**src/rtl/uart_rx_if.sv**
```systemverilog
// rtl/uart_rx_if.sv - received-byte bundle from uart_rx to a byte consumer
interface uart_rx_if;
  logic [7:0] RX_DOUT;
  logic       RX_DONE;
  logic       RX_FRAME_ERR;
  logic       RX_BUSY;

  modport master (output RX_DOUT, output RX_DONE, output RX_FRAME_ERR, output RX_BUSY);
  modport slave  (input  RX_DOUT, input  RX_DONE, input  RX_FRAME_ERR, input  RX_BUSY);
endinterface

```
**src/rtl/uart_rx.sv**
```systemverilog
// rtl/uart_rx.sv - 8N1 UART receiver with mid-bit sampling and runtime bit period
// Bit period is max(CLKDIV, 4) clocks, latched at start detection for the whole frame.
module uart_rx (
  input  logic        CLK,
  input  logic        RST,
  input  logic [15:0] CLKDIV,
  input  logic        RX_SERIAL,
  uart_rx_if.master   rx
);

  typedef enum logic [1:0] {IDLE, START, DATA, STOP} state_t;

  state_t      state;
  logic        s1, s2, s2_d;
  logic [15:0] cnt;
  logic [15:0] div_q;
  logic [2:0]  idx;
  logic [7:0]  shreg;
  logic [7:0]  dout_q;
  logic        done_q;
  logic        err_q;

  logic [15:0] d_eff;
  logic [15:0] half;

  assign d_eff = (CLKDIV < 16'd4) ? 16'd4 : CLKDIV;
  assign half  = {1'b0, div_q[15:1]};

  always_ff @(posedge CLK) begin
    if (RST) begin
      state  <= IDLE;
      s1     <= 1'b1;
      s2     <= 1'b1;
      s2_d   <= 1'b1;
      cnt    <= 16'd0;
      div_q  <= 16'd4;
      idx    <= 3'd0;
      shreg  <= 8'd0;
      dout_q <= 8'd0;
      done_q <= 1'b0;
      err_q  <= 1'b0;
    end else begin
      s1     <= RX_SERIAL;
      s2     <= s1;
      s2_d   <= s2;
      done_q <= 1'b0;
      case (state)
        IDLE: begin
          // Falling edge only, so a line stuck low after a framing error cannot retrigger
          if (!s2 && s2_d) begin
            state <= START;
            cnt   <= 16'd0;
            div_q <= d_eff;
          end
        end
        START: begin
          if (cnt == half - 16'd1) begin
            cnt <= 16'd0;
            idx <= 3'd0;
            state <= s2 ? IDLE : DATA;
          end else begin
            cnt <= cnt + 16'd1;
          end
        end
        DATA: begin
          if (cnt == div_q - 16'd1) begin
            cnt        <= 16'd0;
            shreg[idx] <= s2;
            if (idx == 3'd7) state <= STOP;
            else             idx   <= idx + 3'd1;
          end else begin
            cnt <= cnt + 16'd1;
          end
        end
        STOP: begin
          // Leave at mid-stop-bit so a start bit right after the stop bit is still caught
          if (cnt == div_q - 16'd1) begin
            cnt    <= 16'd0;
            dout_q <= shreg;
            err_q  <= ~s2;
            done_q <= 1'b1;
            state  <= IDLE;
          end else begin
            cnt <= cnt + 16'd1;
          end
        end
        default: state <= IDLE;
      endcase
    end
  end

  assign rx.RX_DOUT      = dout_q;
  assign rx.RX_DONE      = done_q;
  assign rx.RX_FRAME_ERR = err_q;
  assign rx.RX_BUSY      = (state != IDLE);

endmodule

```
**src/flat_wrapper.sv**
```systemverilog
// flat-port wrapper written by rule: the top's interface ports become plain ports
module uart_rx_flat 
  (CLK, RST, CLKDIV, RX_SERIAL, rx_RX_DOUT, rx_RX_DONE, rx_RX_FRAME_ERR, rx_RX_BUSY);
  uart_rx_if rx_i ();
  input  logic CLK;
  input  logic RST;
  input  logic [15:0] CLKDIV;
  input  logic RX_SERIAL;
  output wire logic [$bits(rx_i.RX_DOUT)-1:0] rx_RX_DOUT;
  output wire logic [$bits(rx_i.RX_DONE)-1:0] rx_RX_DONE;
  output wire logic [$bits(rx_i.RX_FRAME_ERR)-1:0] rx_RX_FRAME_ERR;
  output wire logic [$bits(rx_i.RX_BUSY)-1:0] rx_RX_BUSY;
  assign rx_RX_DOUT = rx_i.RX_DOUT;
  assign rx_RX_DONE = rx_i.RX_DONE;
  assign rx_RX_FRAME_ERR = rx_i.RX_FRAME_ERR;
  assign rx_RX_BUSY = rx_i.RX_BUSY;
  uart_rx u_core (.CLK(CLK), .RST(RST), .CLKDIV(CLKDIV), .RX_SERIAL(RX_SERIAL), .rx(rx_i));
endmodule
```
**config.mk**
```make
export PLATFORM = sky130hd
export DESIGN_NAME = uart_rx_flat
export DESIGN_NICKNAME = d
export VERILOG_FILES = /design/src/rtl/uart_rx_if.sv /design/src/rtl/uart_rx.sv /design/src/flat_wrapper.sv
export SDC_FILE = /design/constraint.sdc
export NUM_CORES = 1
export LEC_CHECK = 0
export ABC_AREA = 1
export BUFFER_PORTS_ARGS = -buffer_cell sky130_fd_sc_hd__buf_4
export CAP_MARGIN = 5
export CORE_ASPECT_RATIO = 1.5
export CORE_MARGIN = 2
export CORE_UTILIZATION = 40
export CTS_CLUSTER_DIAMETER = 120
export DETAILED_ROUTE_END_ITERATION = 8
export PLACE_DENSITY = 0.64
export SETUP_SLACK_MARGIN = 0.4
export SLEW_MARGIN = 15
export SYNTH_ARGS = -nofsm -noshare
export SYNTH_HDL_FRONTEND = slang
export SYNTH_SLANG_ARGS = --single-unit
```
**constraint.sdc**
```tcl
create_clock -name CLK -period 2.25 [get_ports CLK]
set_clock_uncertainty 0.05 [all_clocks]
set_input_delay 0.3375 -clock CLK [delete_from_list [all_inputs] [get_ports CLK]]
set_output_delay 0.3375 -clock CLK [all_outputs]
set_load 0.02 [all_outputs]
```
; ---- Word-level counts from Yosys, hierarchy flattened
; Index checks and enable logic that the tools add are counted.
; Widths: inputs -> output; s select.
[op_classes]
mux = 20
eq_ne = 12
order_cmp = 3
addsub = 4
reduce_logical = 13
bitwise = 2
[op_table]
columns = op, n
row1 = $mux 16, 4
row2 = $pmux 16 s3, 1
row3 = $eq 16x16->1, 2
row4 = $add 16x1->16 const B, 1
row5 = $lt 16x3->1 const B, 1
row6 = $sub 15x1->16 const B, 1
row7 = $sub 16x1->16 const B, 1
row8 = $mux 2, 6
row9 = $ne 2x1->1 const B, 5
row10 = $mux 3, 3
row11 = $bwmux 8, 1
row12 = $pmux 2 s4, 1
row13 = $pmux 3 s2, 1
row14 = $reduce_and 2->1, 3
row15 = $reduce_and 5->1, 1
row16 = $eq 2x2->1 const B, 2
row17 = $lt 3x4->1 const B, 1
row18 = $reduce_and 4->1, 1
row19 = $reduce_bool 2->1, 2
row20 = $reduce_or 2->1, 2
row21 = $add 3x1->3 const B, 1
row22 = $demux 1 s3, 1
row23 = $eq 3x3->1 const B, 1
row24 = $ge 3x1->1 const B, 1
row25 = other kinds (7), 10
[word_totals]
out_inout_bits = 11
reg_bits = 58
input_bits = 19
elab_cells = 65

; ---- Longest topological paths before layout
[depth]
word_depth = 5
depth_mapped = 18
mapped_depth_nobuf = 18

; ---- Least setup slack after synthesis
; OpenSTA, ideal clock, no wires.
[synth_timing]
kind = register to register
startpoint = register u_core.div_q[1]
endpoint = register u_core.cnt[0]
synth_period_minus_slack_ns = 2.143
path_buffers = 1
stages_incl_launch_ff = 17
arrival_ns = 1.980
required_ns = 2.087
setup_slack_ns = 0.107
setup_ns = 0.113
cell_sequence = dfxtp_1 > inv_1 > ha_1 > inv_2 > nor2_4 > nand2_4 > nor2_8 > nand2_1 > nand2_1 > nand3_1 > nor2_2 > nand3_4 > nand2_1 > nand2_2 > buf_6 > o21ai_1 > inv_1
[synth_via]
elab_chain_len = 4
word_cells_on_any_way = 7
classes_between = add/sub: 2 / eq/ne: 2 / mux: 3
[synth_lines]
columns = item, line
row1 = from (decl), uart_rx.sv:16  ; logic [15:0] div_q;
row2 = from (signal assigned), uart_rx.sv:36  ; div_q <= 16'd4;
row3 = from (signal assigned), uart_rx.sv:53  ; div_q <= d_eff;
row4 = $sub 16x1->16 or $sub 15x1->16 (tied branches), "uart_rx.sv:66, uart_rx.sv:77, uart_rx.sv:57"
row5 = "$eq 16x16->1, on equally long branches", "uart_rx.sv:66, uart_rx.sv:77, uart_rx.sv:57"
row6 = "$mux 16, on equally long branches", "uart_rx.sv:66, uart_rx.sv:77, uart_rx.sv:57"
row7 = $pmux 16 s3 (*), uart_rx.sv:47  ; case (state)
row8 = to (signal assigned), uart_rx.sv:62  ; cnt <= cnt + 16'd1;
row9 = to (signal assigned), uart_rx.sv:72  ; cnt <= cnt + 16'd1;
row10 = to (signal assigned), uart_rx.sv:84  ; cnt <= cnt + 16'd1;
row11 = to (decl), uart_rx.sv:15  ; logic [15:0] cnt;
; Mark *: on every way between the ends. The rest lies on a longest branch, timed or not.
; A chain may end at the register's enable or synchronous reset.

; ---- Worst setup path after layout
[layout_timing]
startpoint = register u_core.div_q[2]
endpoint = register u_core.shreg[3]
[layout_via]
elab_chain_len = 3
[layout_lines]
columns = item, line
row1 = $sub 16x1->16, uart_rx.sv:66  ; if (cnt == div_q - 16'd1) begin
row2 = $eq 16x16->1, uart_rx.sv:66
row3 = $reduce_and 2->1 (no line), -
row4 = to (signal assigned), uart_rx.sv:38  ; shreg <= 8'd0;
row5 = "to (signal, indexed assignment)", uart_rx.sv:68  ; shreg[idx] <= s2;
row6 = to (decl), uart_rx.sv:18  ; logic [7:0] shreg;
; Every way passes these cells.

==> results.cfg <==
[timing]
finalHoldViolations = 0
worst_slack_ns = -0.0369
maxSlewHeadroom_pct = 62.9
setup_violations = 10
hold_slack_ns = 0.135
period_minus_slack_ns = 2.29
fmax_mhz = 437
fin_crit_sh_pct = 102
finalSetupTns_ns = -0.121
tightest_slew_ns = 0.556
finalMaxSlewViolations = 0
rsz0062_at_grt = true

[global_route]
track_usage_pct = 22.0
grt_max_degree = 26
grt_pass1_wl_mm = 17.8
grt_pass1_vias = 3849
gr-total-overflow = 0
antenna_found_initial = 0

[worst_setup_path]
critPathKind = reg2reg
arrival_ns = 2.47
ff2ff_path_depth = 15
critical_path_required_ns = 2.43
startpoint_type = register
cp_slowest_stage_delay_ns = 0.34
crit_chain = inv_2 -> ha_4 -> inv_4 -> nor2_4 -> nand2_4 -> nor2_8 -> nand2_1 -> nand2_1 -> nand3_2 -> nor2_4 -> buf_6 -> nand3_4 -> nand3b_1 -> nor2_1 -> nor2_2
critPathCaptureType = register
crit_fanout = 7
slowest_stage = dfxtp_2

[logic_synthesis]
syn_nets = 632
synth_top_area_share_pct = 30.3
synthTopCellsByCount = 161 x nand2_1, 89 x nor2_1, 70 x inv_1, 58 x dfxtp_1, 43 x nand3_1
synth_mux_area_share_pct = 0
synth_area_um2 = 3830
ys_seq_elements = 58
synth_compound_gate_area_share_pct = 9.96
yosys.area_share.simple_pct = 42.3
yosysTopAreaCell = dfxtp_1
synth-warning-count = 0
synth_area_per_cell_um2 = 6.30
yosysUniqueCellTypes = 32
postSynthCellCount = 608
yosysMostFrequentCell = nand2_1
ys_dominant_reg_cell = dfxtp_1
synthTopCellsByArea = dfxtp_1 30%, nand2_1 16%, nor2_1 8.7%
ys_async_sr_fraction_pct = 0
synth_xor_area_share_pct = 5.72
synthAdderAreaFrac_pct = 1.63
synth_edf_count = 0
synth_top_family_by_area = simple AND/OR/NAND/NOR gates
ys_seq_area_share_pct = 30.3

[power_and_ir_drop]
power.density_nw_per_um2 = 660
leakage_nw = 2.38
max-vdd-ir-drop_uv = 497

[clocking]
cts.sinks = 58
cts_max_level = 3
cts-root-buf = clkbuf_16
clockBufferDepth = 2
clk_pin_slew_ns = 0.05
cts_tree = done
cts_buffers = 9
clk-insertion-delay-late_ns = 0.34

[drt]
drt_iter0_drc = 228
avgViaCountPerCell = 5.11
routed_wl_mm = 11.2
ant_nets = 0
via_count = 4059
firstDrtPassIters = 5
drc = 0
wl_per_cell_um = 14.1

[floorplan]
die-area_um2 = 10400
core_um2 = 9310
initial_core_util_pct = 41.1
rows = 43
ioPinCount = 30
die_h_um = 124
die_w_um = 83.9

[cells_and_area]
fin_cells = 794
antenna_cells = 0
seq_area_um2 = 1170
multiInputGateArea_um2 = 2520
layout-drive-gt1-share_pct = 25.7
num-fill-cells = 908
syn2layout_area_growth_pct = 32.1
fin_nets = 702

[placed_design]
dp_cells = 761
dp_hpwl_mm = 8.34
io_buffer_count = 29
gp_congestion = 0.881

[flow_run]
drv_cap = 0

[status]
run_status = finished, violations left
violations = negative setup slack

[worst_hold_path]
hold_depth = 2
hold_class = in2reg
[flip-flops by register name, summed over array words and instances (netlist names), named ones only]
name / flops
u_core.state: 1
u_core.s2: 1
u_core.s2_d: 1
u_core.shreg: 8
u_core.s1: 1
u_core.cnt: 16
u_core.rx.RX_DONE: 1
u_core.rx.RX_DOUT: 8
u_core.rx.RX_FRAME_ERR: 1
u_core.idx: 3
u_core.div_q: 16
[cell type report]
type / instances / area share, %
multi-input cells: 461 / 49.9
flip-flops and latches: 58 / 23.1
repair buffers: 76 / 12.4
clock buffers: 14 / 5.81
inverters: 72 / 5.44
well taps: 112 / 2.77
clock inverters: 1 / 0.594
[per-stage QoR]
stage	instance area, µm²	util (%)	power, W	setup WS (ns)
CTS	4940	53.0	0.00331	-0.0313
global route	5060	54.3	0.00347	-0.171
finish	5060	54.3	0.00334	-0.0369
detailed placement	4350	46.7	0.00176	-0.139
global placement	4350	46.7	0.00175	-0.0862
floorplan	3860	-	0.00157	0.306
[layout by cell type (no fill, tap or decap), types with 6 or more instances in the layout]
| cell | n |
|---|---|
| nand3b_1 | 19 |
| o21ai_0 | 28 |
| buf_6 | 8 |
| xnor2_1 | 13 |
| clkbuf_16 | 9 |
| nor2_1 | 79 |
| or2_2 | 6 |
| nand2_1 | 153 |
| nand2_2 | 10 |
| o21ai_2 | 6 |
| dfxtp_2 | 6 |
| nor2_4 | 8 |
| nor2_2 | 17 |
| buf_4 | 66 |
| xor2_1 | 12 |
| nand3_1 | 37 |
| dfxtp_1 | 52 |
| a21oi_2 | 6 |
| a21oi_1 | 27 |
| inv_1 | 66 |
[critical path: cells and delay by family, from the launching register on]
kind / cells / cell delay (ns)
adders and majority gates: 1 / 0.17
buffers and inverters: 3 / 0.24
and+or+nand+nor: 11 / 1.39
DFF: 1 / 0.34
[final timing paths]
kind	start	end	slack [ns]
setup / recovery	u_core.div_q[2]	u_core.shreg[3]	-0.04
hold / removal	RX_SERIAL	u_core.s1	0.13
setup reg to reg	u_core.div_q[2]	u_core.shreg[3]	-0.04
hold reg to reg	u_core.s1	u_core.s2	0.36
[power breakdown]
| part | internal (W) | leakage (nW) | switching, W |
|---|---|---|---|
| Clock | 0.00100 | 0.161 | 0.000467 |
| Combinational | 0.000288 | 1.75 | 0.000459 |
| Sequential | 0.00107 | 0.472 | 0.0000522 |
[cell families (layout without fill, tap and decap cells)]
family	after synthesis	after routing
AO/OA/AOI/OAI	74	74
XOR/XNOR	25	25
adder cells (fa/ha/maj)	5	5
buffers and inverters	91	163
flip-flops	58	58
AND/OR/NAND/NOR	355	357
[metal layers]
layer | vias up | global-route usage (%) | share of wire (%)
li1 | 2068 | - | -
met5 | - | 0 | 0
met3 | 29 | 2.72 | 3.9
met1 | 1846 | 22.3 | 38
met2 | 116 | 41.6 | 54
met4 | 0 | 15.2 | 4.1
[timing repair]
item	CTS	global route
endpoints found under the setup margin	39	39
hold buffers	0	0
pin swaps	10	10
setup buffers	12	4
gates cloned	2	0
resized for setup	39	25
(Power assumes the default switching activity.)
